File: config.mk
export PLATFORM = sky130hd
export DESIGN_NAME = piece_offsets
export DESIGN_NICKNAME = d
export VERILOG_FILES = /design/src/rtl/move_checker_pkg.sv /design/src/rtl/move_checker_offsets.sv
export SDC_FILE = /design/constraint.sdc
export NUM_CORES = 1
export LEC_CHECK = 0
export ABC_AREA = 1
export CAP_MARGIN = 30
export CORE_UTILIZATION = 52
export DETAILED_ROUTE_END_ITERATION = 6
export GPL_ROUTABILITY_DRIVEN = 0
export GPL_TIMING_DRIVEN = 0
export PLACE_DENSITY = 0.95
export SLEW_MARGIN = 15
export SYNTH_ARGS = -nofsm -noshare
export SYNTH_HDL_FRONTEND = slang
export SYNTH_SLANG_ARGS = --single-unit
File: constraint.sdc
create_clock -name vclk -period 2.2
set_input_delay 0.44 -clock vclk [all_inputs]
set_output_delay 0.44 -clock vclk [all_outputs]
set_load 0.1 [all_outputs]
File: src/rtl/move_checker_pkg.sv
// Shared move-checker definitions: move codes, board defaults,
// FSM states, shape indices and an offset-table packing helper.
package tetris_pkg;

    localparam int BOARD_W_DEF = 10;
    localparam int BOARD_H_DEF = 24;

    localparam logic [1:0] MOVE_DOWN  = 2'd0;
    localparam logic [1:0] MOVE_LEFT  = 2'd1;
    localparam logic [1:0] MOVE_RIGHT = 2'd2;
    localparam logic [1:0] MOVE_ROT   = 2'd3;

    typedef enum logic [1:0] {
        IDLE  = 2'd0,
        PROBE = 2'd1,
        DRAIN = 2'd2
    } state_e;

    localparam logic [2:0] SHAPE_I = 3'd0;
    localparam logic [2:0] SHAPE_O = 3'd1;
    localparam logic [2:0] SHAPE_T = 3'd2;
    localparam logic [2:0] SHAPE_S = 3'd3;
    localparam logic [2:0] SHAPE_Z = 3'd4;
    localparam logic [2:0] SHAPE_J = 3'd5;
    localparam logic [2:0] SHAPE_L = 3'd6;

    // Four cells, 2-bit offsets; cell 0 sits in the low bits.
    typedef struct packed {
        logic [7:0] x;
        logic [7:0] y;
    } offs_t;

    function automatic offs_t cells(
        input int x0, input int y0,
        input int x1, input int y1,
        input int x2, input int y2,
        input int x3, input int y3
    );
        offs_t r;
        r.x = {2'(x3), 2'(x2), 2'(x1), 2'(x0)};
        r.y = {2'(y3), 2'(y2), 2'(y1), 2'(y0)};
        return r;
    endfunction

endpackage

File: src/rtl/move_checker_offsets.sv
// piece_offsets: (block_i, rot_i) -> packed per-cell X/Y offsets
// (offx_o, offy_o, cell i at [i*OFF_W +: OFF_W]) and colour_o.
module piece_offsets
    import tetris_pkg::*;
#(
    parameter int CELLS    = 4,
    parameter int OFF_W    = 2,
    parameter int COLOUR_W = 6
) (
    input  logic [2:0]             block_i,
    input  logic [1:0]             rot_i,
    output logic [CELLS*OFF_W-1:0] offx_o,
    output logic [CELLS*OFF_W-1:0] offy_o,
    output logic [COLOUR_W-1:0]    colour_o
);

    localparam int OW = CELLS * OFF_W;

    offs_t      o;
    logic [5:0] c;

    always_comb begin
        o = cells(0, 0, 1, 0, 0, 1, 1, 1);
        c = 6'h00;
        case (block_i)
            SHAPE_I: begin
                c = 6'h1B;
                case (rot_i)
                    2'd0: o = cells(1, 0, 1, 1, 1, 2, 1, 3);
                    2'd1: o = cells(0, 1, 1, 1, 2, 1, 3, 1);
                    2'd2: o = cells(2, 0, 2, 1, 2, 2, 2, 3);
                    default: o = cells(0, 2, 1, 2, 2, 2, 3, 2);
                endcase
            end
            SHAPE_O: c = 6'h3C;
            SHAPE_T: begin
                c = 6'h22;
                case (rot_i)
                    2'd0: o = cells(1, 0, 0, 1, 1, 1, 2, 1);
                    2'd1: o = cells(1, 0, 1, 1, 2, 1, 1, 2);
                    2'd2: o = cells(0, 1, 1, 1, 2, 1, 1, 2);
                    default: o = cells(1, 0, 0, 1, 1, 1, 1, 2);
                endcase
            end
            SHAPE_S: begin
                c = 6'h0C;
                case (rot_i)
                    2'd0: o = cells(1, 0, 2, 0, 0, 1, 1, 1);
                    2'd1: o = cells(1, 0, 1, 1, 2, 1, 2, 2);
                    2'd2: o = cells(1, 1, 2, 1, 0, 2, 1, 2);
                    default: o = cells(0, 0, 0, 1, 1, 1, 1, 2);
                endcase
            end
            SHAPE_Z: begin
                c = 6'h30;
                case (rot_i)
                    2'd0: o = cells(0, 0, 1, 0, 1, 1, 2, 1);
                    2'd1: o = cells(2, 0, 1, 1, 2, 1, 1, 2);
                    2'd2: o = cells(0, 1, 1, 1, 1, 2, 2, 2);
                    default: o = cells(1, 0, 0, 1, 1, 1, 0, 2);
                endcase
            end
            SHAPE_J: begin
                c = 6'h03;
                case (rot_i)
                    2'd0: o = cells(0, 0, 0, 1, 1, 1, 2, 1);
                    2'd1: o = cells(1, 0, 2, 0, 1, 1, 1, 2);
                    2'd2: o = cells(0, 1, 1, 1, 2, 1, 2, 2);
                    default: o = cells(1, 0, 1, 1, 0, 2, 1, 2);
                endcase
            end
            SHAPE_L: begin
                c = 6'h34;
                case (rot_i)
                    2'd0: o = cells(2, 0, 0, 1, 1, 1, 2, 1);
                    2'd1: o = cells(1, 0, 1, 1, 1, 2, 2, 2);
                    2'd2: o = cells(0, 1, 1, 1, 2, 1, 0, 2);
                    default: o = cells(0, 0, 1, 0, 1, 1, 1, 2);
                endcase
            end
            default: c = 6'h00;
        endcase
    end

    assign offx_o   = OW'(o.x);
    assign offy_o   = OW'(o.y);
    assign colour_o = COLOUR_W'(c);

endmodule

==> results_dict.tcl <==
set metrics [dict create \
    swShare_pct 76.6 \
    cp-end-kind "output pin" \
    worstMarginPinSlew_ps 512 \
    final_antenna_net_count 0 \
    crit_type "in -> out" \
    dp_hpwl_um 1900 \
    ir_drop_v 0.000272 \
    leakagePower_uw 0.000670 \
    vias_per_cell 5.84 \
    drv_slew 0 \
    cp_data_required_time_ps 1760 \
    worstHoldPathType "in -> out" \
    status "finished clean" \
    fillers 97 \
    grt.met3_usage_pct 4.89 \
    ys_warn_count 0 \
    grt_pass1_vias 836 \
    finalHoldViolations 0 \
    drt_pass1_iterations 4 \
    vias 1156 \
    route.detailed.drc 0 \
    critical_path.max_fanout 10 \
    min_period_over_period_pct 97.2 \
    hold_buffers 0 \
    die_w_um 40.8 \
    gr-total-overflow 0 \
    regArea_um2 0 \
    wirelength_um 2670 \
    rsz0062_at_grt "no" \
    grt_max_degree 11 \
    dp_cells 198 \
    syn_area_per_cell_um2 4.94 \
    syn2layout_area_growth_pct 43.6 \
    numPortBuffers 25 \
    synth-seq-area-share_pct 0 \
    start_util_pct 57.8 \
    synthCells 158 \
    use_met2_pct 51.6 \
    grt.busiest_layer "met2" \
    syn-num-nets 170 \
    rows 13 \
    path_buf_inv 5 \
    p_int_uw 119 \
    maxCapViolations 0 \
    start_kind "primary input" \
    cts_setup_buffers 0 \
    grt_pass1_wl_um 3710 \
    cpLargestDelayFamily "buffers and inverters" \
    max_stage_delay_ps 270 \
    powerDensity_nw_per_um2 453 \
    die_y_um 40.8 \
    drive_gt1_share_pct 28.4 \
    dpl_cell_area_um2 1110 \
    combPwrFrac_pct 100.0 \
    core_area_um2 1350 \
    seqPwrFrac_pct 0 \
    finalSetupViolations 0 \
    cp_common_cell "buf_6" \
    drtIter0Drc 106 \
    die-area_um2 1660 \
    crit_slowest_cell "clkdlybuf4s15_1" \
    period_needed_ps 2140 \
    synth.distinct_cells 16 \
    instances_no_fill 198 \
    syn_area_um2 781 \
    fmax_mhz 468 \
    clkPwrFrac_pct 0 \
    use_met1_pct 45.2 \
    holdWs_ps 1350 \
    p_sw_uw 389 \
    antenna_found_initial 0 \
    crit_chain "clkdlybuf4s15_1 -> buf_6 -> nor2_1 -> inv_1 -> nor2_4 -> buf_12 -> buf_6" \
    final_nets 197 \
    seq_cells 0 \
    slew_headroom_pct 66.2 \
    clock_buffer_count 0 \
    wl_per_cell_um 13.5 \
    grt_use_total_pct 32.7 \
    postLayoutCellArea_um2 1120 \
    diodes 0 \
    cp.arrival_ps 1700 \
    io_pins 27 \
]
[stage by stage]
| step | util [%] | worst slack (ps) | TNS (ps) | total power (uW) |
|---|---|---|---|---|
| after floorplan | - | -413 | -413 | 385 |
| after CTS | 82.1 | 4.68 | 0 | 492 |
| after detailed placement | 81.9 | -1220 | -23350 | 485 |
| final | 83.0 | 62.0 | 0 | 507 |
| after global routing | 83.0 | 6.20 | 0 | 527 |
| after global placement | 81.9 | -1190 | -22650 | 481 |
[logic make-up (layout without fill, tap and decap cells)]
family	count (synthesis)	count (layout)	share of synthesized area, %
compound gates	4	4	2.56
fa+ha+maj	7	7	11.2
buf+inv	29	54	19.4
simple gates	118	118	66.8
[repair_timing]
action	CTS	global route
endpoints found under the setup margin	22	10
cloned	0	0
gates resized for setup	152	13
hold endpoints to repair	0	0
[routing by layer]
layer  up-vias  routed length (um)
met2       103                1250
met5         -                   0
met4         0                  72
li1        542                   -
met3        14                 323
met1       497                1030
[tightest hold or removal path, cell delays in order]
cell	delay (ps)
buf_8	130
a21oi_2	60
buf_2	280
[power by group through the flow]
| stage | Clock, uW | Combinational, uW | Sequential (uW) |
|---|---|---|---|
| 2_1_floorplan | 0 | 385 | 0 |
| 3_3_place_gp | 0 | 481 | 0 |
| 3_5_place_dp | 0 | 485 | 0 |
| 4_1_cts | 0 | 492 | 0 |
| 5_1_grt | 0 | 527 | 0 |
| 6_report | 0 | 507 | 0 |
[layout make-up]
cell class / instances / area [um^2] / share of cell area, %
Timing Repair Buffer: 25 / 238 / 21.2
Multi-Input combinational cell: 129 / 694 / 61.9
Inverter: 21 / 78.8 / 7.03
Tap cell: 15 / 18.8 / 1.67
Buffer: 8 / 91.3 / 8.15
[synthesized netlist by cell type (all sizes together)]
library cell	number	area (um^2)
nand2	53	199
nor2	31	140
nand3	29	150
inv	21	78.8
buf	8	72.6
ha	7	87.6
nand4	4	25.0
a21oi	2	10.0
o21ai	2	10.0
nand3b	1	7.51
[layout by cell type (no fill, tap or decap)]
master / Yosys / layout
clkdlybuf4s18_2: 0 / 1
nor2_4: 1 / 3
nand3b_1: 1 / 1
nand3_1: 28 / 27
ha_4: 0 / 2
o21ai_1: 0 / 2
inv_1: 20 / 16
inv_2: 1 / 5
nand2_1: 53 / 53
a21oi_2: 0 / 2
buf_6: 4 / 11
buf_4: 3 / 10
buf_2: 1 / 4
nand3_2: 1 / 2
buf_12: 0 / 2
ha_2: 0 / 1
nor2_1: 29 / 23
ha_1: 7 / 4
nand4_1: 4 / 4
nor2_2: 0 / 4
clkbuf_2: 0 / 1
buf_8: 0 / 3
clkdlybuf4s15_1: 0 / 1
nor2_8: 1 / 1
[final timing paths]
| kind | startpoint | endpoint | slack [ps] | cells past startpoint |
|---|---|---|---|---|
| max | block_i[1] | offy_o[3] | 60 | 7 |
| min | block_i[0] | colour_o[4] | 1350 | 3 |
No activity file was read; power rests on OpenSTA's default activity.
